<file path="src/rtl/mux_arb_stream.sv">
// N-channel stream multiplexer with a registered output stage, round-robin or
// fixed-priority arbitration, and a packet lock that keeps a multi-beat packet contiguous.
module mux_arb_stream #(
  parameter int WIDTH = 16,
  parameter int N     = 4,
  parameter int SELW  = 2,
  parameter int MODE  = 0
) (
  input  logic               clk,
  input  logic               reset,
  input  logic [N*WIDTH-1:0] in_data,
  input  logic [N-1:0]       in_valid,
  input  logic [N-1:0]       in_last,
  output logic [N-1:0]       in_ready,
  output logic [WIDTH-1:0]   out_data,
  output logic               out_last,
  output logic [SELW-1:0]    out_sel,
  output logic               out_valid,
  input  logic               out_ready
);

  typedef enum logic [0:0] {IDLE = 1'b0, LOCKED = 1'b1} state_t;

  state_t            state_r;
  state_t            state_nxt_s;
  logic [SELW-1:0]   ptr_r;
  logic [SELW-1:0]   lock_ch_r;
  logic [SELW-1:0]   start_s;
  logic [SELW-1:0]   grant_s;
  logic [SELW:0]     pick_s;
  logic              grant_valid_s;
  logic              ld_s;
  logic              accept_s;
  logic              grant_last_s;
  logic [WIDTH-1:0]  grant_data_s;

  // First valid channel scanning start, start+1, ..., wrapping; MSB flags "found".
  function automatic logic [SELW:0] pick_first(input logic [N-1:0] valid,
                                               input logic [SELW-1:0] start);
    logic [SELW:0] res;
    int            idx;
    res = '0;
    for (int k = 0; k < N; k++) begin
      idx = int'(start) + (N - 1 - k);
      if (idx >= N) idx = idx - N;
      if (valid[SELW'(idx)]) res = {1'b1, SELW'(idx)};
    end
    return res;
  endfunction

  // Grant selection, load enable and the one-hot ready vector.
  always_comb begin
    ld_s    = !out_valid || out_ready;
    start_s = (MODE == 1) ? '0 : ptr_r;
    pick_s  = pick_first(in_valid, start_s);
    if (state_r == LOCKED) begin
      grant_s       = lock_ch_r;
      grant_valid_s = in_valid[lock_ch_r];
    end else begin
      grant_s       = pick_s[SELW-1:0];
      grant_valid_s = pick_s[SELW];
    end
    accept_s     = ld_s && grant_valid_s && !reset;
    grant_last_s = in_last[grant_s];
    grant_data_s = in_data[grant_s*WIDTH +: WIDTH];
    in_ready     = '0;
    if (accept_s) begin
      in_ready[grant_s] = 1'b1;
    end else begin
      in_ready = '0;
    end
  end

  // Packet lock next state: a non-last beat locks, the last beat of the packet releases.
  always_comb begin
    state_nxt_s = state_r;
    case (state_r)
      IDLE: begin
        if (accept_s && !grant_last_s) state_nxt_s = LOCKED;
        else                           state_nxt_s = IDLE;
      end
      LOCKED: begin
        if (accept_s && grant_last_s) state_nxt_s = IDLE;
        else                          state_nxt_s = LOCKED;
      end
      default: state_nxt_s = IDLE;
    endcase
  end

  // Packet lock state register.
  always_ff @(posedge clk) begin
    if (reset) state_r <= IDLE;
    else       state_r <= state_nxt_s;
  end

  // Output register stage, locked channel and round-robin pointer.
  always_ff @(posedge clk) begin
    if (reset) begin
      out_valid <= 1'b0;
      out_data  <= '0;
      out_last  <= 1'b0;
      out_sel   <= '0;
      lock_ch_r <= '0;
      ptr_r     <= '0;
    end else begin
      if (ld_s) begin
        out_valid <= grant_valid_s;
        if (grant_valid_s) begin
          out_data <= grant_data_s;
          out_last <= grant_last_s;
          out_sel  <= grant_s;
        end
      end
      if (accept_s && state_r == IDLE && !grant_last_s) lock_ch_r <= grant_s;
      if (MODE == 0 && accept_s && grant_last_s)
        ptr_r <= (grant_s == SELW'(N - 1)) ? '0 : grant_s + SELW'(1);
    end
  end

endmodule
</file>
<file path="config.mk">
export PLATFORM = sky130hd
export DESIGN_NAME = mux_arb_stream
export DESIGN_NICKNAME = d
export VERILOG_FILES = /design/src/rtl/mux_arb_stream.sv
export SDC_FILE = /design/constraint.sdc
export NUM_CORES = 1
export LEC_CHECK = 0
export BUFFER_PORTS_ARGS = -buffer_cell sky130_fd_sc_hd__buf_2
export CAP_MARGIN = 5
export CORE_ASPECT_RATIO = 2
export CORE_MARGIN = 4
export CORE_UTILIZATION = 39
export DETAILED_ROUTE_END_ITERATION = 6
export PLACE_DENSITY = 0.76
export SLEW_MARGIN = 5
export SYNTH_ARGS = -nofsm -noshare
export SYNTH_HDL_FRONTEND = slang
export SYNTH_SLANG_ARGS = --single-unit
</file>
<file path="constraint.sdc">
create_clock -name clk -period 2.3 [get_ports clk]
set_clock_uncertainty 0.2 [all_clocks]
set_input_delay 0.23 -clock clk [delete_from_list [all_inputs] [get_ports clk]]
set_output_delay 0.23 -clock clk [all_outputs]
set_load 0.05 [all_outputs]
</file>
======== Word-level counts from Yosys, hierarchy flattened ========
Cells that the tools add are included.
word-level totals
  flip-flop bits (word level) ............. 25
  logic and storage cells ................. 74
operators by class
  $add $sub $neg .......................... 8
  magnitude comparators ................... 11
  eq/ne operators ......................... 1
  shift operators ......................... 1
  mux-type cells .......................... 33
  bitwise gates (word level) .............. 1
  reduce and logical (&&, ||, !) cells .... 12
operators with widths
  cell                 number
  $shiftx 64x7->16     1
  $lt 2x4->1 const B   4
  $mux 1               14
  $bmux 1 s2           6
  $mux 2               6
  $mux 3               4
  $ge 3x3->1 const B   3
  $sub 2x1->2 const B  4
  $logic_and 1x1->1    7
  $add 2x2->3 const B  2
  $lt 2x3->1 const B   2
  $mux 4               1
  $add 2x1->3 const B  1
  $ge 2x3->1 const B   1
  $logic_not 1->1      3
  $add 2x1->2 const B  1
  $demux 1 s2          1
  $eq 2x2->1 const B   1
  $ge 2x1->1 const B   1
  $pmux 1 s2           1
  $reduce_and 2->1     1
  $logic_or 1x1->1     1
  $not 1->1            1

======== Logic depth before layout (Yosys ltp) ========
Gate-level depths: netlist (run 1).
  word-level depth ........................ 17
  mapped depth ............................ 9

======== Worst setup path before layout (run 1) ========
Ideal clock, no wire load.
  path kind ............................... register -> output
  start point ............................. register with a tool-made name
  end point ............................... output port in_ready[2]
  arrival ................................. 1.960 ns
  required time ........................... 1.870 ns
  setup slack ............................. -0.090 ns
  cell stages (with the launch flop) ...... 10
  path buffers ............................ 3
  path through ............................ dfxtp_1 > buf_2 > nor2_1 > and4_4 > or3_1 > buf_6 > buf_6 > inv_1 > ha_1 > and2_1
RTL lines
  item       line  source
  to (decl)  14    output logic [N-1:0] in_ready,

======== Worst setup path in the final report (run 1) ========
  start point ............................. register ptr_r[0]
  end point ............................... output port in_ready[0]
on the way
  cells in the longest elaborated chain, start to end .. 16
  elaborated cells on any way between the ends .. 41
  those cells by class .................... 7 x add/sub; 6 x order compare; 25 x mux; 3 x reduce/logical
RTL lines
  item                                                            line  source
  from (decl)                                                     26    logic [SELW-1:0] ptr_r;
  from (signal assigned)                                          116   ptr_r <= (grant_s == SELW'(N - 1)) ? '0 : grant_s + SELW'(1);
  $add 2x2->3                                                     44    idx = int'(start) + (N - 1 - k);
  $ge 3x3->1 or $sub 2x1->2 (tied branches)                       45    if (idx >= N) idx = idx - N;
  $mux 2                                                          45
  $bmux 1 s2                                                      46    if (valid[SELW'(idx)]) res = {1'b1, SELW'(idx)};
  $mux 1 (not written as such) (2 in a row)                       46
  $mux 3 (3 in a row)                                             46
  $mux 3 (*)                                                      46
  $mux 2                                                          56    if (state_r == LOCKED) begin
  $lt 2x3->1 (not written as such) or $ge 2x1->1 (tied branches)  68    in_ready[grant_s] = 1'b1;
  $logic_and 1x1->1 (not written as such)                         68
  $mux 1 (not written as such)                                    68
  $demux 1 s2                                                     68
  $mux 4 (*)                                                      67    if (accept_s) begin
Mark *: on every way between the ends. The rest lies on a longest branch, timed or not. The select of a mux whose other input is x is not followed.

==> out/qor.txt, run 1 <==
Top-level port count: 99
Final min period: 2.36 ns
Clock buffers created by TritonCTS: 3
Combinational group share of total power: 67.1%
Overall via count from detail_route: 1752
Detailed-route wire length per cell: 17.7 µm
Share of the synthesized area in the top cell type: 30.0%
Synth Register Bits: 25
Worst reg-to-reg setup slack: -0.05 ns
Static Leak: 1.26 nW
Result of the run: finished, violations left
Series of cell instances along the critical path: nand2b_4 -> buf_6 -> and4_4 -> or3_4 -> inv_4 -> ha_4 -> and2_4 -> buf_8
Final number of hold-violating endpoints: 0
Number of enable flip-flop cells after synthesis: 0
Hold Buf Count CTS: 0
Max rail drop VDD: 0.530 mV
Endpoint of the lowest-slack register-to-register path: out_data[9]
Number of antenna violations at the first check in global routing: 0
Total of max-cap violations: 0
Slew at the pin with the worst max-slew slack: 0.468 ns
Power dissipated by switching net loads: 1.20 mW
Max Freq: 423 MHz
Maximum cell stage delay along the critical path: 0.42 ns
Post-route non-filler standard cell count: 322
CP startpoint kind: flip-flop
Die Span X: 54.3 µm
PortBufs: 98
Final wirelength: 5690 µm
Count of standard-cell rows: 33
End of the worst hold path: out_valid
Synthesized netlist net count: 223
Placed cell area: 2370 µm²
Cell type with the largest total area after synthesis: sky130_fd_sc_hd__dfxtp_1
Clock tree from TritonCTS: yes
Core Box Area: 4130 µm²
Final GP Congestion: 0.890
Register-to-Register Path Depth: 8
Placed Instances: 310
Post-route worst setup slack: -0.0637 ns
Min-Delay Startpoint: out_ready
Total routing usage reported by global routing: 19.9%
CP startpoint: ptr_r[0]
Share of async-settable or async-resettable flops after synthesis: 0%
Library cell with the highest instance count after synthesis: sky130_fd_sc_hd__dfxtp_1
Top post-synthesis cells by count: 25 x sky130_fd_sc_hd__dfxtp_1, 16 x sky130_fd_sc_hd__a22o_1, 10 x sky130_fd_sc_hd__nand2b_1
Number of cells traversed by the worst hold path: 3
Ranking of synthesized cells by area: sky130_fd_sc_hd__dfxtp_1 30%, sky130_fd_sc_hd__mux4_1 14%, sky130_fd_sc_hd__mux4_2 11%
First-pass GRT wire length: 8090 µm
Slew Viols, Final: 0
DP HPWL: 4390 µm
Clk root buf: sky130_fd_sc_hd__clkbuf_8
Max transition margin: 68.4%
Post-detailed-route count of antenna-violating nets: 0
Type of destination of the critical path: primary output
Number of detailed-route iterations in the first pass: 4
Power density over cell area: 1030 nW/µm²
Final Power: 2.76 mW
Yosys warning count: 0
Sw Share: 43.4%
Maximum fanout encountered on the critical timing path: 4
# diodes: 0
Fraction of layout cells with a size suffix above 1: 69.3%
Required time worst endpoint: 1.87 ns
Initial core utilization: 40.5%
DIE AREA: 5460 µm²
Grt total ovfl: 0
Number of sinks handled by clock tree synthesis: 25
Violation count after the first detailed-route iteration: 35
Height of the chip: 101 µm
Number of unique standard cell types used by synthesis: 40
Vias per inst: 5.44
Layout Area Growth over Synthesis: 60.4%
Remaining routing DRC violations: 0
Share of the clock period used by the worst path: 103%
Average footprint of a synthesized cell: 11.6 µm²
Largest net degree at the start of global routing: 18
Part of the total power dissipated in the clock network: 9.5%
Number of setup violations in the final report: 7
Synth Cell Area: 1670 µm²
Crit path arrival time: 1.93 ns
CTS max path bufs: 2
Power Internal: 1.56 mW
H-tree Lvls: 1
Finished layout cell area: 2680 µm²
Failing checks: setup timing
Reg power frac: 23.4%
Via count of the first global-routing pass: 1845
RR Startpoint: ptr_r[0]
Most common flop cell mapped by yosys: sky130_fd_sc_hd__dfxtp_1
Cell count after synthesis: 144
Post-CTS clock slew at the launch and capture registers of the worst setup and hold paths: 0.09 ns
Source-to-sink clock delay at the later pin of the worst-skew pair: 0.27 ns
Unrepaired setup endpoints after global routing: yes
Sequential share of the synthesized area: 30.0%
Final net count: 350
Crit Path Class: reg2out
Highest-delay cell along the critical path: sky130_fd_sc_hd__or3_4
HP Class: in2reg
cells in the final DEF (no fill, tap or decap), types with 4 or more instances in the layout:
master	count
sky130_fd_sc_hd__mux4_2	16
sky130_fd_sc_hd__nor2_1	4
sky130_fd_sc_hd__dfxtp_2	4
sky130_fd_sc_hd__buf_6	6
sky130_fd_sc_hd__nand2b_1	8
sky130_fd_sc_hd__buf_4	25
sky130_fd_sc_hd__a22o_1	16
sky130_fd_sc_hd__and2_4	5
sky130_fd_sc_hd__dfxtp_1	21
sky130_fd_sc_hd__buf_2	94
sky130_fd_sc_hd__a21oi_1	6
sky130_fd_sc_hd__nand2_1	9
registers in the layout, indices dropped and copies added (netlist names), named ones only:
signal	flops
lock_ch_r	2
out_valid	1
out_sel	2
out_last	1
ptr_r	2
out_data	16
worst max-delay path by stage:
stage                              to  cells after the start
after global routing      in_ready[0]                      8
after CTS                 in_ready[3]                      8
after global placement    in_ready[0]                      8
after floorplan           in_ready[2]                      9
final                     in_ready[0]                      8
after detailed placement  out_data[1]                      6
cell type report:
cell class / instances / area (µm²)
tap: 52 / 65.1
fill: 356 / 1450
clock buffer: 4 / 45.0
timing repair buffer: 131 / 831
sequential: 25 / 505
multi-input combinational: 106 / 1200
inverter: 4 / 30.0
metal layers:
metal	part of all wire (%)	track usage [%]	wire length, µm
met4	3.1	9.60	178
met2	55	39.2	3160
met1	32	18.0	1850
met3	8.9	2.67	509
met5	0	0	0
logic make-up after synthesis:
logic type	share of synthesized area, %
AND/OR/NAND/NOR	16.9
AO/OA/AOI/OAI	19.3
buffers and inverters	4.64
adder cells (fa/ha/maj)	3.00
flip-flops	30.0
multiplexers	26.2
timing repair:
action                     4_1_cts  5_1_grt
setup endpoints to repair       15       22
resized for setup               41       23
setup buffers                    9        2
pin swaps                        6        9
stage by stage:
step,TNS [ns],util (%),worst slack (ns),hold WS [ns]
2_1_floorplan,0,-,0.0383,0.231
3_3_place_gp,0,57.4,0.00278,0.242
3_5_place_dp,-0.128,57.4,-0.0573,0.251
4_1_cts,-0.315,63.1,-0.0585,0.0858
5_1_grt,-0.681,64.9,-0.118,0.101
6_report,-0.313,64.9,-0.0637,0.0872
critical path: cells and delay by family (launching register included):
| family | cells | cell delay [ns] |
|---|---|---|
| flip-flops | 1 | 0.34 |
| AND/OR/NAND/NOR | 4 | 0.84 |
| adder cells (fa/ha/maj) | 1 | 0.13 |
| buffers and inverters | 3 | 0.35 |
power groups by stage:
stage	clock network [mW]	registers [mW]	logic, mW
finish	0.263	0.647	1.85
global route	0.288	0.658	1.96
CTS	0.266	0.641	1.71
detailed placement	0	0.648	1.51
global placement	0	0.641	1.48
floorplan	0	0.951	0.773
No activity file was read; power rests on OpenSTA's default activity.
==> run 2: changes to the inputs <==
CELL_PAD_IN_SITES_DETAIL_PLACEMENT = 1   (was default)
CELL_PAD_IN_SITES_GLOBAL_PLACEMENT = 2   (was default)
CORE_UTILIZATION = 23   (was 39)
PLACE_DENSITY = default   (was 0.76)
PLACE_DENSITY_LB_ADDON = 0.1   (was default)
==> out/qor.txt, run 2 (synthesis gave the netlist of run 1 again) <==
Result of the run: finished, violations left
Failing checks: setup timing
Combinational group share of total power: 61.9%
Fraction of layout cells with a size suffix above 1: 65.3%
Type of destination of the critical path: primary output
CTS max path bufs: 2
Series of cell instances along the critical path: and2b_4 -> nor4b_4 -> or3_4 -> buf_6 -> ha_4 -> and2_4 -> buf_8
Reg power frac: 23.5%
Part of the total power dissipated in the clock network: 14.6%
Final wirelength: 6030 µm
Power Internal: 1.57 mW
Post-route worst setup slack: -0.0481 ns
Sw Share: 42.9%
Crit path arrival time: 1.92 ns
Fillcell total: 836
Largest net degree at the start of global routing: 21
Max rail drop VDD: 0.323 mV
Register ranked first by flip-flop count: out_data
Power dissipated by switching net loads: 1.18 mW
Source-to-sink clock delay at the later pin of the worst-skew pair: 0.26 ns
Via count of the first global-routing pass: 1904
Final number of hold-violating endpoints: 0
Detailed-route wire length per cell: 17.0 µm
Max transition margin: 72.0%
Post-route non-filler standard cell count: 355
Placed Instances: 348
DP HPWL: 5070 µm
Share of the clock period used by the worst path: 102%
Total routing usage reported by global routing: 14.1%
Final Power: 2.75 mW
Vias per inst: 4.82
Maximum fanout encountered on the critical timing path: 3
Number of detailed-route iterations in the first pass: 4
Highest-delay cell along the critical path: sky130_fd_sc_hd__or3_4
Die Span X: 68.3 µm
Maximum cell stage delay along the critical path: 0.42 ns
H-tree Lvls: 1
Clk root buf: sky130_fd_sc_hd__clkbuf_16
Crit Path Class: reg2out
Total of max-cap violations: 0
Overall via count from detail_route: 1711
DIE AREA: 8770 µm²
Slew at the pin with the worst max-slew slack: 0.419 ns
Post-CTS clock slew at the launch and capture registers of the worst setup and hold paths: 0.07 ns
Layout Area Growth over Synthesis: 62.2%
Grt total ovfl: 0
Unrepaired setup endpoints after global routing: yes
Number of setup violations in the final report: 4
Final GP Congestion: 0.734
HP Class: in2reg
Static Leak: 1.26 nW
# diodes: 0
Core Box Area: 6990 µm²
FF/Latch Area: 510 µm²
Required time worst endpoint: 1.87 ns
Max Freq: 426 MHz
Height of the chip: 129 µm
Final min period: 2.35 ns
Number of sinks handled by clock tree synthesis: 25
PortBufs: 98
First-pass GRT wire length: 9190 µm
Clock tree from TritonCTS: yes
Final net count: 345
Area taken by multi-input logic gates: 1230 µm²
Count of standard-cell rows: 43
Leading cell type in the layout, fill and taps excluded: sky130_fd_sc_hd__buf_2
Clock buffers created by TritonCTS: 3
Number of flip-flops under the largest register name: 16
Highest-count cells in the layout ignoring fill and taps: 94 x sky130_fd_sc_hd__buf_2, 26 x sky130_fd_sc_hd__buf_4, 21 x sky130_fd_sc_hd__dfxtp_1
Remaining routing DRC violations: 0
Initial core utilization: 23.9%
Slew Viols, Final: 0
Buffers & Inverters on Critical Path: 2
Total negative setup slack: -0.115 ns
Number of antenna violations at the first check in global routing: 0
Family with the most delay on the worst path: simple AND/OR/NAND/NOR gates
Power density over cell area: 1010 nW/µm²
CP startpoint kind: flip-flop
Violation count after the first detailed-route iteration: 28
Top-level port count: 99
Hold Buf Count CTS: 0
Pre-CTS worst setup slack: -0.125 ns
Post-detailed-route count of antenna-violating nets: 0
==> run 2: area by class of cell <==
cell class / instances / area share [%]
inverters: 4 / 0.831
repair buffers: 126 / 27.8
flip-flops and latches: 25 / 18.8
well taps: 90 / 4.16
clock buffers: 4 / 2.91
multi-input cells: 106 / 45.5
==> run 2: power groups by stage <==
stage	logic, mW	registers [mW]	clock network, mW
finish	1.70	0.645	0.401
global route	1.84	0.668	0.436
CTS	1.68	0.649	0.420
detailed placement	1.54	0.649	0
global placement	1.53	0.645	0
floorplan	0.773	0.951	0
==> run 2: stage by stage <==
step	hold slack, ns	instance area, µm²	util, %
finish	0.0917	2710	38.7
global route	0.133	2710	38.7
CTS	0.0754	2650	37.9
detailed placement	0.254	2420	34.5
global placement	0.244	2420	34.5
floorplan	0.231	1670	-
==> run 2: path summary, 6_finish.rpt <==
kind	start	depth (start not counted)	end	slack [ns]
max	ptr_r[0]	7	in_ready[3]	-0.05
min	out_ready	3	out_valid	0.09
max reg2reg	ptr_r[0]	6	out_data[1]	0.03
min reg2reg	out_sel[1]	2	out_sel[1]	0.26
==> run 2: timing repair <==
action | in CTS | in global routing
pin swaps | 4 | 1
setup endpoints to repair | 21 | 17
resized for setup | 34 | 13
buffers inserted | 4 | 0
==> run 2: tightest hold or removal path, cell delays in order <==
cell                       delay (ns)
sky130_fd_sc_hd__buf_2           0.07
sky130_fd_sc_hd__nand2b_1        0.13
sky130_fd_sc_hd__a21oi_1         0.07
==> run 2: layer usage <==
layer | vias up | routed length [µm] | global-route usage [%]
met5 | - | 0 | 0
met2 | 60 | 3710 | 29.6
met3 | 7 | 400 | 1.83
met1 | 834 | 1800 | 12.4
li1 | 810 | - | -
met4 | 0 | 114 | 5.39
==> run 3: changes to the inputs <==
GPL_TIMING_DRIVEN = 0   (was default)
HOLD_SLACK_MARGIN = 0.02   (was default)
==> out/qor.txt, run 3 (synthesis gave the netlist of run 1 again) <==
Result of the run: finished, violations left
Failing checks: setup timing
Buffers & Inverters on Critical Path: 3
Vias per inst: 4.81
Area taken by multi-input logic gates: 1220 µm²
FF/Latch Area: 508 µm²
Series of cell instances along the critical path: and2b_4 -> nor4b_4 -> or3_4 -> buf_12 -> inv_8 -> ha_4 -> and2_4 -> buf_8
Required time worst endpoint: 1.87 ns
Initial core utilization: 23.9%
Power density over cell area: 1080 nW/µm²
Top-level port count: 99
Crit path arrival time: 1.96 ns
Die Span X: 68.3 µm
Layout Area Growth over Synthesis: 63.1%
Final net count: 341
Post-CTS clock slew at the launch and capture registers of the worst setup and hold paths: 0.07 ns
Slew at the pin with the worst max-slew slack: 0.488 ns
Final GP Congestion: 0.725
Number of sinks handled by clock tree synthesis: 25
CTS max path bufs: 2
DIE AREA: 8770 µm²
Fillcell total: 825
Clock buffers created by TritonCTS: 3
Via count of the first global-routing pass: 1880
Register ranked first by flip-flop count: out_data
Share of the clock period used by the worst path: 104%
Hold Buf Count CTS: 0
Highest-delay cell along the critical path: sky130_fd_sc_hd__or3_4
Remaining routing DRC violations: 0
Post-detailed-route count of antenna-violating nets: 0
Maximum cell stage delay along the critical path: 0.39 ns
Largest net degree at the start of global routing: 14
Final wirelength: 6430 µm
Clock tree from TritonCTS: yes
Overall via count from detail_route: 1687
Source-to-sink clock delay at the later pin of the worst-skew pair: 0.26 ns
Count of standard-cell rows: 43
DP HPWL: 5050 µm
Total of max-cap violations: 0
Maximum fanout encountered on the critical timing path: 5
Max rail drop VDD: 0.357 mV
HP Class: in2reg
First-pass GRT wire length: 9670 µm
CP startpoint kind: flip-flop
Share of the core filled with cells: 38.9%
Number of antenna violations at the first check in global routing: 0
Total routing usage reported by global routing: 14.9%
Crit Path Class: reg2out
Highest-count cells in the layout ignoring fill and taps: 94 x sky130_fd_sc_hd__buf_2, 21 x sky130_fd_sc_hd__dfxtp_1, 17 x sky130_fd_sc_hd__mux4_2
Max Freq: 419 MHz
Unrepaired setup endpoints after global routing: yes
PortBufs: 98
# diodes: 0
Height of the chip: 129 µm
Max transition margin: 67.5%
Leading cell type in the layout, fill and taps excluded: sky130_fd_sc_hd__buf_2
Detailed-route wire length per cell: 18.3 µm
Fraction of layout cells with a size suffix above 1: 66.7%
Violation count after the first detailed-route iteration: 33
Post-route worst setup slack: -0.0857 ns
Number of setup violations in the final report: 7
Static Leak: 1.24 nW
Family with the most delay on the worst path: simple AND/OR/NAND/NOR gates
Type of destination of the critical path: primary output
Number of detailed-route iterations in the first pass: 3
Clk root buf: sky130_fd_sc_hd__clkbuf_16
Number of flip-flops under the largest register name: 16
Core Box Area: 6990 µm²
Final min period: 2.39 ns
Grt total ovfl: 0
Final number of hold-violating endpoints: 0
H-tree Lvls: 1
Pre-CTS worst setup slack: -0.330 ns
Slew Viols, Final: 0
run 3: cell count changes in the layout (fill, tap and decap cells not counted), sizes merged:
cell    before  now
clkbuf       4    7
buf        126  119
run 3: metal layers:
| layer | vias up | wire [µm] | share of wire [%] | GRT usage (%) |
|---|---|---|---|---|
| li1 | 792 | - | - | - |
| met1 | 836 | 2000 | 31 | 14.0 |
| met2 | 54 | 3910 | 61 | 30.8 |
| met3 | 5 | 427 | 6.6 | 1.92 |
| met4 | 0 | 80 | 1.2 | 4.22 |
| met5 | - | 0 | 0 | 0 |
run 3: layout make-up:
class	instances	area share, %
multi-input cells	106	44.7
repair buffers	114	25.4
flip-flops and latches	25	18.6
well taps	90	4.13
plain buffers	8	3.12
clock buffers	4	2.89
inverters	4	1.10
run 3: final timing paths:
kind                            startpoint      endpoint  slack (ns)  depth (start not counted)
worst max-delay path              ptr_r[0]   in_ready[2]       -0.09                          8
worst max register to register    ptr_r[0]  out_data[13]       -0.05                          8
worst min register to register  out_sel[1]    out_sel[1]        0.26                          2
worst min-delay path             out_ready     out_valid        0.15                          3
run 3: metrics by stage:
| stage | TNS [ns] | instances | hold WS [ns] | total power [mW] | cell area (µm²) |
|---|---|---|---|---|---|
| 5_1_grt | -0.880 | 351 | 0.171 | 3.13 | 2720 |
| 3_5_place_dp | -3.82 | 332 | 0.256 | 2.10 | 2280 |
| 2_1_floorplan | 0 | 144 | 0.231 | 1.72 | 1670 |
| 3_3_place_gp | -4.17 | 332 | 0.246 | 2.09 | 2280 |
| 6_report | -0.392 | 351 | 0.150 | 2.93 | 2720 |
| 4_1_cts | -1.48 | 352 | 0.116 | 2.98 | 2700 |
run 3: worst reg2reg max path: stages (launching register included):
cell and delay [ns]:
sky130_fd_sc_hd__dfxtp_2 0.33, sky130_fd_sc_hd__and2b_4 0.30, sky130_fd_sc_hd__a311oi_4 0.06, sky130_fd_sc_hd__o31a_4 0.33, sky130_fd_sc_hd__inv_8 0.09, sky130_fd_sc_hd__buf_12 0.13, sky130_fd_sc_hd__buf_12 0.11, sky130_fd_sc_hd__mux4_2 0.48
sky130_fd_sc_hd__a22o_1 0.20
run 3: report_power, final:
| part | internal (mW) | switching [mW] | total (mW) | leakage (nW) |
|---|---|---|---|---|
| sequential | 0.562 | 0.0650 | 0.627 | 0.208 |
| combinational | 0.883 | 1.02 | 1.91 | 0.993 |
| clock | 0.237 | 0.161 | 0.399 | 0.0382 |
| total | 1.68 | 1.25 | 2.93 | 1.24 |
run 3: what timing repair did:
item / 4_1_cts / 5_1_grt
setup endpoints to repair: 23 / 24
resized for setup: 67 / 13
setup buffers: 16 / 1
cloned: 1 / 0
pin swaps: 9 / 6
